## src/rtl/cpu54_regfile_gen.sv

```systemverilog
// CPU54 general-purpose register file: 1W/2R with optional zero register and write bypass,
// per-register pending-write scoreboard, and a sequential bulk-clear engine.
module cpu54_regfile_gen #(
  parameter int DATA_W   = 32,
  parameter int ADDR_W   = 5,
  parameter int ZERO_REG = 1,
  parameter int BYPASS   = 1
) (
  input  logic              clock_in,
  input  logic              reset_signal,
  input  logic              enable,
  input  logic [ADDR_W-1:0] write_addr,
  input  logic [DATA_W-1:0] write_data,
  input  logic [ADDR_W-1:0] read_addr1,
  input  logic [ADDR_W-1:0] read_addr2,
  output logic [DATA_W-1:0] read_data1,
  output logic [DATA_W-1:0] read_data2,
  input  logic              issue_valid,
  input  logic [ADDR_W-1:0] issue_addr,
  output logic              busy1,
  output logic              busy2,
  input  logic              clear_req,
  output logic              clear_busy,
  output logic              clear_done
);

  localparam int unsigned       DEPTH = 2 ** ADDR_W;
  localparam logic [ADDR_W-1:0] LAST  = ADDR_W'(DEPTH - 1);

  typedef enum logic [1:0] {IDLE, CLEAR, DONE} state_t;

  state_t            state, state_nxt;
  logic [ADDR_W-1:0] clr_cnt;
  logic [DATA_W-1:0] regs [DEPTH];
  logic [DEPTH-1:0]  pend;
  logic              wr_ok, iss_ok, byp1, byp2;

  always_ff @(posedge clock_in or negedge reset_signal) begin
    if (!reset_signal) state <= IDLE;
    else               state <= state_nxt;
  end

  always_comb begin
    state_nxt = state;
    case (state)
      IDLE:    if (clear_req) state_nxt = CLEAR;
      CLEAR:   if (clr_cnt == LAST) state_nxt = DONE;
      DONE:    state_nxt = IDLE;
      default: state_nxt = IDLE;
    endcase
  end

  always_comb begin
    clear_busy = (state != IDLE);
    clear_done = (state == DONE);
  end

  always_ff @(posedge clock_in or negedge reset_signal) begin
    if (!reset_signal)                 clr_cnt <= '0;
    else if (state == IDLE && clear_req) clr_cnt <= '0;
    else if (state == CLEAR)           clr_cnt <= clr_cnt + 1'b1;
  end

  always_comb begin
    wr_ok  = enable && !clear_busy && !(ZERO_REG != 0 && write_addr == '0);
    iss_ok = issue_valid && !clear_busy && !(ZERO_REG != 0 && issue_addr == '0);
  end

  always_ff @(posedge clock_in or negedge reset_signal) begin
    if (!reset_signal) begin
      for (int unsigned i = 0; i < DEPTH; i++) regs[i] <= '0;
    end else if (state == CLEAR) begin
      regs[clr_cnt] <= '0;
    end else if (wr_ok) begin
      regs[write_addr] <= write_data;
    end
  end

  // Issue is applied after the write so a same-edge issue leaves the register pending.
  always_ff @(posedge clock_in or negedge reset_signal) begin
    if (!reset_signal) begin
      pend <= '0;
    end else if (state == CLEAR) begin
      pend[clr_cnt] <= 1'b0;
    end else begin
      if (wr_ok)  pend[write_addr] <= 1'b0;
      if (iss_ok) pend[issue_addr] <= 1'b1;
    end
  end

  always_comb begin
    byp1       = (BYPASS != 0) && enable && !clear_busy && (write_addr == read_addr1);
    byp2       = (BYPASS != 0) && enable && !clear_busy && (write_addr == read_addr2);
    read_data1 = regs[read_addr1];
    busy1      = pend[read_addr1];
    read_data2 = regs[read_addr2];
    busy2      = pend[read_addr2];
    if (ZERO_REG != 0 && read_addr1 == '0) begin
      read_data1 = '0;
      busy1      = 1'b0;
    end else if (byp1) begin
      read_data1 = write_data;
      busy1      = 1'b0;
    end
    if (ZERO_REG != 0 && read_addr2 == '0) begin
      read_data2 = '0;
      busy2      = 1'b0;
    end else if (byp2) begin
      read_data2 = write_data;
      busy2      = 1'b0;
    end
  end

endmodule

```

## config.mk

```make
export PLATFORM = sky130hd
export DESIGN_NAME = cpu54_regfile_gen
export DESIGN_NICKNAME = d
export VERILOG_FILES = /design/src/rtl/cpu54_regfile_gen.sv
export SDC_FILE = /design/constraint.sdc
export NUM_CORES = 2
export LEC_CHECK = 0
export CORE_ASPECT_RATIO = 1.5
export CORE_UTILIZATION = 49
export CTS_BUF_LIST = sky130_fd_sc_hd__clkbuf_2 sky130_fd_sc_hd__clkbuf_4 sky130_fd_sc_hd__clkbuf_8
export DETAILED_ROUTE_END_ITERATION = 6
export PLACE_DENSITY = 0.65
export SLEW_MARGIN = 20
export SYNTH_ARGS = -nofsm -noshare
export SYNTH_HDL_FRONTEND = slang
export SYNTH_SLANG_ARGS = --single-unit
```

## constraint.sdc

```tcl
create_clock -name clock_in -period 3 [get_ports clock_in]
set_input_delay 0.6 -clock clock_in [delete_from_list [all_inputs] [get_ports clock_in]]
set_output_delay 0.6 -clock clock_in [all_outputs]
set_load 0.005 [all_outputs]
```

==> results_dict.tcl <==
set metrics [dict create \
    final.setup.worst_slack_ps -689 \
    worstHoldPathType "in2async" \
    grt_start_max_net_pins 99 \
    synth_xor_area_share_pct 0.141 \
    hold_violations 0 \
    yosys.area.top_type "dfrtp_1" \
    ant_nets 0 \
    cts.sinks 1063 \
    yosysSeqAreaShare_pct 47.6 \
    io_buffers 124 \
    violations "DRC, setup timing" \
    slew_headroom_pct 36.7 \
    path_clk_slew_ps 80 \
    cp_max_fo 6 \
    pwr-share-seq_pct 41.2 \
    end_kind "output pin" \
    synth_common_cells "1,063 x dfrtp_1, 1,028 x a22o_1, 485 x mux4_2, 324 x clkbuf_1, 165 x mux2i_1" \
    path_class "reg2out" \
    synth_edf_count 0 \
    p_sw_share_pct 32.3 \
    grt_usage_pct 45.5 \
    synth_seq_cells 1063 \
    p_per_area_nw_per_um2 573 \
    cts_buffers 163 \
    crit_slowest_cell "or3_4" \
    syn_nets 4150 \
    setup_tns_ps -35280 \
    gp_congestion 0.985 \
    critPathLaunchType "flop" \
    clock_latency_ps 940 \
    period_share_pct 123 \
    die_h_um 416 \
    muxShareOfSynthArea_pct 23.1 \
    p_leak_nw 31.8 \
    p_comb_share_pct 23.8 \
    clk_path_buf_depth 3 \
    report.power.total_w 0.0401 \
    crit_chain "nor3b_2 -> nand2_2 -> or3_4 -> buf_12 -> and3_4 -> a221o_1 -> buf_2" \
    drv_cap 0 \
    wl_per_cell_um 41.8 \
    cts_tree "yes" \
    syn2layout_area_growth_pct 25.2 \
    overflow 0 \
    synth_top_family_by_area "multiplexers" \
    grt_setup_unrepaired "yes" \
    ys_async_sr_fraction_pct 100 \
    grt_pass1_vias 49283 \
    coreArea_um2 113000 \
    wl_um 260000 \
    critPathMaxStageDelay_ps 510 \
    syn_avg_cell_area_um2 13.7 \
    synth_compound_area_share_pct 20.8 \
    drive_gt1_share_pct 39.5 \
    clock_power_share_pct 35.0 \
    dr_total_vias 48390 \
    synth_fa_ha_area_share_pct 0.112 \
    start_util_pct 49.4 \
    ios 125 \
    p_int_w 0.0271 \
    p_sw_w 0.0129 \
    yosys-top-cells-area "dfrtp_1 48%, mux4_2 20%, a22o_1 16%" \
    drc 1 \
    rrSetupSlack_ps 380 \
    setup_viol 66 \
    run_status "finished, violations left" \
    fin_cells 6225 \
    finish.net_count 4703 \
    crit_required_ps 2400 \
    arrival_ps 3090 \
    max-vdd-ir-drop_mv 0.454 \
    fin_worst_skew_ps 49.9 \
    htreeDepth 4 \
    antenna_found_initial 12 \
    viasPerCell 7.77 \
    synthesis.area_um2 55900 \
    synth-simple-area-share_pct 3.69 \
    yosysUniqueCellTypes 66 \
    yosysMostFrequentCell "dfrtp_1" \
    dp.cells 5849 \
    worst_slew_pin_slew_ps 948 \
    fmax_ghz 0.271 \
    yosys_warnings 0 \
    place_hpwl_um 169000 \
    layout_min_cycle_time_ps 3690 \
    grt_pass1_wl_um 370000 \
    die_x_um 278 \
    dr.pass1.iters 7 \
    fp-row-count 151 \
    synth_top_area_share_pct 47.6 \
    dieArea_um2 115000 \
    slew_viol_final 0 \
    cts-root-buf "clkbuf_8" \
    synth_flop_cell "dfrtp_1" \
    postSynthCellCount 4088 \
    drtIter0Drc 7870 \
]
## through the flow
step | hold slack, ps | utilization (%) | setup WS, ps | instance area, um2
floorplan | 304 | - | 90.9 | 55900
global placement | 486 | 57.2 | -1260 | 64700
detailed placement | 493 | 57.2 | -1220 | 64700
CTS | 194 | 61.6 | -703 | 69600
global route | 221 | 61.9 | -725 | 69900
finish | 248 | 61.9 | -689 | 70000
## cells by family (layout without fill, tap and decap cells)
logic type / Yosys count / count (layout)
AOI/OAI and AO/OA: 1392 / 1392
xor gates and xnor gates: 9 / 9
adders and majority gates: 5 / 5
buffers and inverters: 551 / 1229
DFF: 1063 / 1063
muxes: 678 / 678
other: 0 / 6
and+or+nand+nor: 390 / 390
## critical path, delay by kind of cell (launching register included)
family / cells / cell delay [ps]
flip-flops: 1 / 420
buffers and inverters: 2 / 360
AO/OA/AOI/OAI: 1 / 360
AND/OR/NAND/NOR: 4 / 1060
## placed cells by master, fill, tap and decap left out, types with 33 or more instances in the layout
cell	instances
clkbuf_4	35
mux4_2	485
nand2_1	75
buf_6	49
and2_1	47
buf_12	187
clkdlybuf4s50_1	43
a211oi_1	33
buf_2	50
mux2i_1	164
clkbuf_8	212
nor2_1	58
a22o_1	1027
buf_4	575
a21oi_4	34
dfrtp_1	1063
a22oi_1	38
## state kept, by name (all words and copies together) (netlist names)
register and flops:
regs 1024, pend 32, clr_cnt 5, state 2
## layout make-up
cell class / count / area, um2
fill: 8554 / 43000
antenna: 6 / 15.0
inverter: 10 / 40.0
tap: 1453 / 1820
multi-input combinational: 2474 / 28200
sequential: 1063 / 26600
timing repair buffer: 929 / 9620
clock inverter: 44 / 531
clock buffer: 246 / 3170
## power by group through the flow
stage               combinational [W]  clock, W  sequential [W]
finish                        0.00954    0.0140          0.0165
CTS                           0.00908    0.0140          0.0164
global route                  0.00966    0.0146          0.0166
detailed placement            0.00887         0          0.0167
global placement              0.00879         0          0.0166
floorplan                     0.00431         0          0.0163
## repair_timing
item / CTS / global route
pin swaps: 68 / 50
endpoints found under the hold margin: 15 / 0
endpoints found under the setup margin: 68 / 67
gates resized for setup: 451 / 93
hold buffers: 1 / 0
gates cloned: 4 / 0
setup buffers: 78 / 21
## final timing paths
kind,from,end,cells after the start
worst max-delay path,state[0]$_DFFE_PN0P_,read_data2[14],7
worst min-delay path,reset_signal,regs[13]$_DFFE_PN0P_,2
worst max register to register,state[0]$_DFFE_PN0P_,regs[44]$_DFFE_PN0P_,7
worst min register to register,regs[995]$_DFFE_PN0P_,regs[995]$_DFFE_PN0P_,1
max in group asynchronous,reset_signal,regs[657]$_DFFE_PN0P_,3
min in group clock_in,issue_addr[0],pend[30]$_DFF_PN0_,3
## per-layer routing
layer	GRT usage, %	part of all wire, %	vias to the layer above
met5	0	0.029	-
met4	38.0	10	12
met3	17.1	14	1426
met2	64.9	43	4719
met1	54.6	33	24590
li1	-	-	17643
(Power assumes the default switching activity.)
